File: src/rtl/dmi_req_arbiter.sv
// dmi_req_arbiter
//   Shares the single DMI request/response channel (toward the DMI CDC) between
//   two requesters in the JTAG clock domain: port 0 (DTM data-register FSM) and
//   port 1 (auxiliary DMI master). One transaction in flight at a time; every
//   response is routed back to the issuing port; a response timeout keeps a hung
//   debug module from locking the TAP.
//
//   Optional feature macro: DMI_ARB_RR_EN
//     defined   -> round-robin between the two ports
//     undefined -> fixed priority, port 0 wins simultaneous requests
//
//   Ports
//     tck_i, trst_ni                  JTAG clock / async active-low reset
//     reqN_i/_valid_i/_ready_o        port N request (0-cycle accept in Idle only)
//     respN_o/_valid_o/_ready_i       port N response (only the owner's valid is set)
//     dmi_req_o/_valid_o/_ready_i     request toward the CDC
//     dmi_resp_i/_valid_i/_ready_o    response from the CDC
//     busy_o                          not Idle
//     grant_o                         owner of the current transaction
//     timeout_o                       one-cycle pulse when a transaction is aborted

package dm;
  typedef struct packed {
    logic [6:0]  addr;
    logic [1:0]  op;
    logic [31:0] data;
  } dmi_req_t;

  typedef struct packed {
    logic [31:0] data;
    logic [1:0]  resp;
  } dmi_resp_t;
endpackage

module dmi_req_arbiter #(
  parameter int unsigned TimeoutCycles = 1024
) (
  input  logic          tck_i,
  input  logic          trst_ni,
  input  dm::dmi_req_t  req0_i,
  input  logic          req0_valid_i,
  output logic          req0_ready_o,
  output dm::dmi_resp_t resp0_o,
  output logic          resp0_valid_o,
  input  logic          resp0_ready_i,
  input  dm::dmi_req_t  req1_i,
  input  logic          req1_valid_i,
  output logic          req1_ready_o,
  output dm::dmi_resp_t resp1_o,
  output logic          resp1_valid_o,
  input  logic          resp1_ready_i,
  output dm::dmi_req_t  dmi_req_o,
  output logic          dmi_req_valid_o,
  input  logic          dmi_req_ready_i,
  input  dm::dmi_resp_t dmi_resp_i,
  input  logic          dmi_resp_valid_i,
  output logic          dmi_resp_ready_o,
  output logic          busy_o,
  output logic          grant_o,
  output logic          timeout_o
);

  localparam int unsigned CntW = (TimeoutCycles > 1) ? $clog2(TimeoutCycles) : 1;
  localparam logic [CntW-1:0] CntLast = CntW'(TimeoutCycles - 1);
  localparam logic [CntW-1:0] CntMax  = '1;

  typedef enum logic [1:0] {Idle, Req, WaitResp, Resp} state_e;

  state_e        state_q, state_d;
  dm::dmi_req_t  req_q, req_d;
  dm::dmi_resp_t resp_q, resp_d;
  logic          grant_q, grant_d;
  logic          stale_q, stale_d;
  logic [CntW-1:0] cnt_q, cnt_d;

  logic winner;     // port that wins when Idle sees a request
  logic resp_hs;    // owner consumed the response this cycle
  logic stale_drop; // late response from an aborted transaction is discarded

  assign resp_hs = (state_q == Resp) && (grant_q ? resp1_ready_i : resp0_ready_i);

`ifdef DMI_ARB_RR_EN
  // ptr_q names the preferred port; it flips to the non-owner after each
  // completed response so the two ports alternate under contention.
  logic ptr_q, ptr_d;

  assign winner = (req0_valid_i && req1_valid_i) ? ptr_q : ~req0_valid_i;

  always_comb begin
    ptr_d = ptr_q;
    if (resp_hs) ptr_d = ~grant_q;
  end

  always_ff @(posedge tck_i or negedge trst_ni) begin
    if (!trst_ni) ptr_q <= 1'b0;
    else          ptr_q <= ptr_d;
  end
`else
  assign winner = ~req0_valid_i;
`endif

  always_comb begin
    state_d    = state_q;
    req_d      = req_q;
    resp_d     = resp_q;
    grant_d    = grant_q;
    stale_d    = stale_q;
    cnt_d      = cnt_q;

    req0_ready_o     = 1'b0;
    req1_ready_o     = 1'b0;
    dmi_req_valid_o  = 1'b0;
    resp0_valid_o    = 1'b0;
    resp1_valid_o    = 1'b0;
    timeout_o        = 1'b0;
    // A pending late response is drained in every state so it can never be
    // mistaken for the answer to a later transaction.
    dmi_resp_ready_o = stale_q;

    stale_drop = stale_q && dmi_resp_valid_i;
    if (stale_drop) stale_d = 1'b0;

    unique case (state_q)
      Idle: begin
        // Ready is withheld while reset is asserted: the edge would not latch.
        if (trst_ni && (req0_valid_i || req1_valid_i)) begin
          req0_ready_o = ~winner;
          req1_ready_o = winner;
          req_d        = winner ? req1_i : req0_i;
          grant_d      = winner;
          state_d      = Req;
        end
      end
      Req: begin
        dmi_req_valid_o = 1'b1;
        if (dmi_req_ready_i) begin
          cnt_d   = '0;
          state_d = WaitResp;
        end
      end
      WaitResp: begin
        dmi_resp_ready_o = 1'b1;
        if (stale_drop) begin
          // The dropped beat belonged to the aborted transaction; give the
          // current one a fresh timeout window.
          cnt_d = '0;
        end else if (dmi_resp_valid_i) begin
          // A real response in the limit cycle still wins over the abort.
          resp_d  = dmi_resp_i;
          state_d = Resp;
        end else if (cnt_q == CntLast) begin
          resp_d.data = '0;
          resp_d.resp = 2'h2;
          timeout_o   = 1'b1;
          stale_d     = 1'b1;
          state_d     = Resp;
        end else if (cnt_q != CntMax) begin
          cnt_d = cnt_q + 1'b1;
        end
      end
      Resp: begin
        resp0_valid_o = ~grant_q;
        resp1_valid_o = grant_q;
        if (resp_hs) state_d = Idle;
      end
      default: state_d = Idle;
    endcase
  end

  always_ff @(posedge tck_i or negedge trst_ni) begin
    if (!trst_ni) begin
      state_q <= Idle;
      req_q   <= '0;
      resp_q  <= '0;
      grant_q <= 1'b0;
      stale_q <= 1'b0;
      cnt_q   <= '0;
    end else begin
      state_q <= state_d;
      req_q   <= req_d;
      resp_q  <= resp_d;
      grant_q <= grant_d;
      stale_q <= stale_d;
      cnt_q   <= cnt_d;
    end
  end

  assign dmi_req_o = req_q;
  assign resp0_o   = resp_q;
  assign resp1_o   = resp_q;
  assign grant_o   = grant_q;
  assign busy_o    = (state_q != Idle);

endmodule

File: config.mk
export PLATFORM = sky130hd
export DESIGN_NAME = dmi_req_arbiter
export DESIGN_NICKNAME = d
export VERILOG_FILES = /design/src/rtl/dmi_req_arbiter.sv
export SDC_FILE = /design/constraint.sdc
export NUM_CORES = 1
export LEC_CHECK = 0
export ABC_AREA = 1
export BUFFER_PORTS_ARGS = -buffer_cell sky130_fd_sc_hd__buf_4
export CORE_ASPECT_RATIO = 1.1
export CORE_MARGIN = 3
export CORE_UTILIZATION = 45
export CTS_CLUSTER_SIZE = 16
export DETAILED_ROUTE_END_ITERATION = 6
export GPL_ROUTABILITY_DRIVEN = 0
export PLACE_DENSITY = 0.82
export SLEW_MARGIN = 25
export SYNTH_ARGS = -nofsm -noshare
export SYNTH_HDL_FRONTEND = slang
export SYNTH_SLANG_ARGS = --single-unit
File: constraint.sdc
create_clock -name tck_i -period 2.5 [get_ports tck_i]
set_clock_uncertainty 0.05 [all_clocks]
set_input_delay 0.25 -clock tck_i [delete_from_list [all_inputs] [get_ports tck_i]]
set_output_delay 0.25 -clock tck_i [all_outputs]
set_load 0.005 [all_outputs]
## Yosys cells after proc, flatten, opt, wreduce, memory -nomap -nowiden

Index checks and enable logic that the tools add are counted.

- Add/sub/neg operators: 1
- $mul: 0
- Div/mod/pow operators: 0
- Order comparisons: 0
- Equal/unequal tests: 13
- Shift operators: 0
- Muxes and demuxes: 34
- Bitwise logic cells: 3
- Reductions and logical operators: 12

Operators by type and width:

| cell | number |
|---|---|
| two-way mux 34 bit | 2 |
| two-way mux 10 bit | 5 |
| two-way mux 41 bit | 1 |
| case mux 10 bit (2 select lines) | 1 |
| two-way mux 1 bit | 18 |
| two-way mux 2 bit | 6 |
| inequality test 3 bit (second input constant) | 4 |
| adder 10 x 1 -> 10 bit (second input constant) | 1 |
| equality test 10 bit (second input constant) | 1 |
| inequality test 10 bit (second input constant) | 1 |
| AND reduction 5 bit | 2 |
| inequality test 2 bit (second input constant) | 4 |
| case mux 2 bit (4 select lines) | 1 |
| nonzero test 2 bit | 3 |
| equality test 2 bit (second input constant) | 2 |
| logical AND 1 bit | 3 |
| inverter 1 bit | 3 |
| AND reduction 3 bit | 1 |
| equality test 2 x 1 -> 1 bit (second input constant) | 1 |
| zero test 2 bit | 1 |
| AND reduction 2 bit | 1 |
| logical OR 1 bit | 1 |

- Flip-flop bits (word level): 89
- Latch bits: 0
- RAM bits: 0
- ROM bits: 0
- Output and inout bits: 118
- Logic and storage cells: 72
- Memories kept: 0

## Longest topological paths before layout

- Depth in word-level cells: 6
- Gate-level depth with buffers: 11
- Gate-level depth less buffers: 10

## Least setup slack after synthesis

Ideal clock, no wire load.

- Path kind: register -> register
- From: register state_q[0]
- To: register req_q, in the netlist dmi_req_o[10]
- Setup time: 0.069 ns
- Data arrival time: 1.435 ns
- Setup slack: 0.947 ns
- Stages on the path, launching flop included: 10
- Path through: dfrtp_1 inv_1 ha_1 inv_1 nor2_1 nand2_1 clkinv_1 clkbuf_1 nand2_1 nand3_1

- Word-level cells in the longest chain between the ends: 2

RTL lines:

| item | line | text |
|---|---|---|
| from (decl) | 69 | `state_e state_q, state_d;` |
| from (signal assigned) | 172 | `state_q <= Idle;` |
| from (signal assigned) | 179 | `state_q <= state_d;` |
| zero test 2 bit | 123 | `unique case (state_q)` |
| AND reduction 2 bit (no line) | -- |  |
| to (signal assigned) | 180 | `req_q <= req_d;` |
| to (decl) | 70 | `dm::dmi_req_t req_q, req_d;` |

No other way between the ends.
A chain may end at the register's enable or synchronous reset.

## Worst setup path in the final report

- From: register state_q[0]
- To: output req0_ready_o

- Word-level cells in the longest chain between the ends: 2

RTL lines:

| item | line | text |
|---|---|---|
| zero test 2 bit | 123 |  |
| two-way mux 1 bit | 123 |  |
| to (decl) | 42 | `output logic req0_ready_o,` |

No other way between the ends.

==> qor.csv <==
metric,value,unit
routed vias,3979,
Slew HR,59.90,%
setup TNS,0,ns
first-pass GRT wire length,20.04,mm
Worst setup EP type,output port,
run status,"finished, final reports clean",
crit-path cells,"inv_1, ha_1, inv_1, nor2_1, nand2_1, clkinv_1, buf_4",
FF+latch area,2227,um2
Iter 0 DRT Violations,216,
Yosys reg bits,89,
Core ar.,8627,um2
fin cells,778,
design area,5957,um2
I/O Buffers,241,
vias in the first global route,3792,
Crit path largest cell delay,0.41,ns
Via density,5.114,
CP arrival,1.97,ns
post-synth top area cell,dfrtp_1,
placed cell count,761,
"Clk Latency, worst-skew pair",0.35,ns
Ys Warns,0,
Max Root-Sink Buffers,2,
WP buf/inv,4,
router iterations before antenna repair,5,
Leakage,3.229,nW
die area,10340,um2
All-Layer GR Usage,24.47,%
Netlist Area Pre-Place,4118,um2
CP required,2.20,ns
"Slew Viols, Final",0,
startpoint types,register,
final core utilization,69.05,%
per-cell routed wire length,16.53,um
# setup viols final,0,
CP most frequent cell,inv_1,
layout cells sized above 1,41.38,%
crit-path max FO,14,
DIE WIDTH,97.21,um
sequential-to-total area share from yosys stat,54.09,%
Routed Antenna Nets,0,
syn_area_per_cell,9.050,um2
FILL cells,658,
"Hold Vio Cnt, Final",0,
H-tree Lvls,3,
Num CTS Buffers,9,
top cell type's share of synthesized area,54.09,%
initial antenna violation count,0,
syn_nets,584,
most frequent cells in the layout,"buf_4 (248), nand2_1 (163), dfrtp_1 (89)",
post-DP HPWL,10.04,mm
slew of the pin with the lowest slew margin,0.6015,ns
"commonest non-fill, non-tap cell in the layout",buf_4,
Cell variety after synth,28,
Area contributors post-synth,"dfrtp_1 (54%), nand2_1 (15%), a22o_1 (7.0%)",
Remaining DRCs,0,
clock slew at reported path FFs,0.09,ns
Multi-input gate area,1450,um2
peak supply drop,527.0,uV
Layout area overhead,44.67,%
minimum clock period,2.275,ns
Starting Density,47.73,%
dpl cell area,5777,um2
largest net degree at the start of global routing,51,
Worst Hold Class,input pin to register,
critical path class,register to output port,
Mapped Cells,455,
CTS tree,done,
Site Rows,35,
max-cap check violation count,0,
pwr dens,1049,nW/um2
# clock sinks,89,
fmax,439.6,MHz
CTS Root Cell,clkbuf_8,
total grt overflow,0,
RSZ-0062 raised after global routing,no,
reg2reg setup slack,0.52,ns
Routed WL,12.86,mm
final net count,791,
cts repair resizes,0,
Worst path top cell family by delay,buffers and inverters,
post-route clock period utilization,91.00,%
# diodes,0,
CP max stage cell,dfrtp_1,
die height,106.3,um
IO Pins,242,
power by group:
group | internal [W] | switching [W]
sequential | 0.00204 | 0.000451
combinational | 0.00164 | 0.00125
clock | 0.000363 | 0.000502
total | 0.00404 | 0.00221
kinds of logic (layout without fill, tap and decap cells):
group           after synthesis  after routing  synth area share (%)
xor+xnor                      3              3                0.6382
compound gates               50             50                 9.329
buf+inv                      75            287                 10.76
simple gates                233            233                 23.67
fa+ha+maj                     5              5                 1.519
flops                        89             89                 54.09
synthesized netlist by cell type:
cell,n
nand2_1,163
dfrtp_1,89
nand3_1,51
buf_4,35
a22o_1,33
inv_1,16
clkbuf_1,10
nor2_1,8
o21ai_0,7
buf_2,6
ha_1,5
o21ai_1,5
nand2_2,4
buf_6,3
clkinv_1,3
xor2_1,3
inv_2,2
or2_2,2
a21o_1,1
a21oi_1,1
nand3_2,1
nand3b_1,1
nor2_2,1
nor2_4,1
nor3_1,1
o211ai_1,1
o21a_1,1
o21bai_1,1
metrics by stage:
step / hold slack, ns / setup slack [ns] / total power, W
floorplan: -0.09559 / 0.9465 / 0.003911
global placement: 0.2966 / 0.6034 / 0.005331
detailed placement: 0.3077 / 0.5181 / 0.005414
CTS: 0.03462 / 0.2153 / 0.006303
global route: 0.02667 / 0.01716 / 0.006687
finish: 0.04777 / 0.2250 / 0.006249
timing repair:
action | 4_1_cts | 5_1_grt
hold endpoints to repair | 39 | 0
hold buffers | 1 | 0
buffers inserted | 0 | 0
worst min-delay path, stage by stage:
cell,delay (ns)
buf_4,0.08
nand2_1,0.04
nand3_1,0.05
worst paths after layout:
path | start | endpoint | cells after the start
hold reg to reg | dmi_req_o[12]$_DFFE_PN0P_ | dmi_req_o[12]$_DFFE_PN0P_ | 2
min in group asynchronous | trst_ni | dmi_req_o[27]$_DFFE_PN0P_ | 3
setup reg to reg | state_q[0]$_DFFE_PN0P_ | cnt_q[0]$_DFFE_PN0P_ | 8
hold / removal | req0_i[0] | dmi_req_o[0]$_DFFE_PN0P_ | 3
setup / recovery | state_q[0]$_DFFE_PN0P_ | req0_ready_o | 7
max in group asynchronous | trst_ni | cnt_q[1]$_DFFE_PN0P_ | 4
state kept, by name, summed over array words and instances, names as in the netlist:
| register | cells |
|---|---|
| dmi_req_o | 41 |
| state_q | 2 |
| stale_q | 1 |
| cnt_q | 10 |
| grant_o | 1 |
| resp0_o | 34 |
final cells by class:
class                   instances  area share, %
multi-input cells             291          24.34
well taps                     111          2.331
repair buffers                250          31.76
clock inverters                 6         0.7141
clock buffers                  10          2.142
inverters                      21          1.323
flip-flops and latches         89          37.39
metal layers:
metal / routed length, um / global-route usage, % / vias to the layer above
met4: 386 / 9.328 / 0
met3: 973 / 5.315 / 37
met1: 4926 / 30.44 / 1883
met5: 0 / 0 / -
met2: 6571 / 41.77 / 200
li1: - / - / 1859
(Power assumes the default switching activity.)
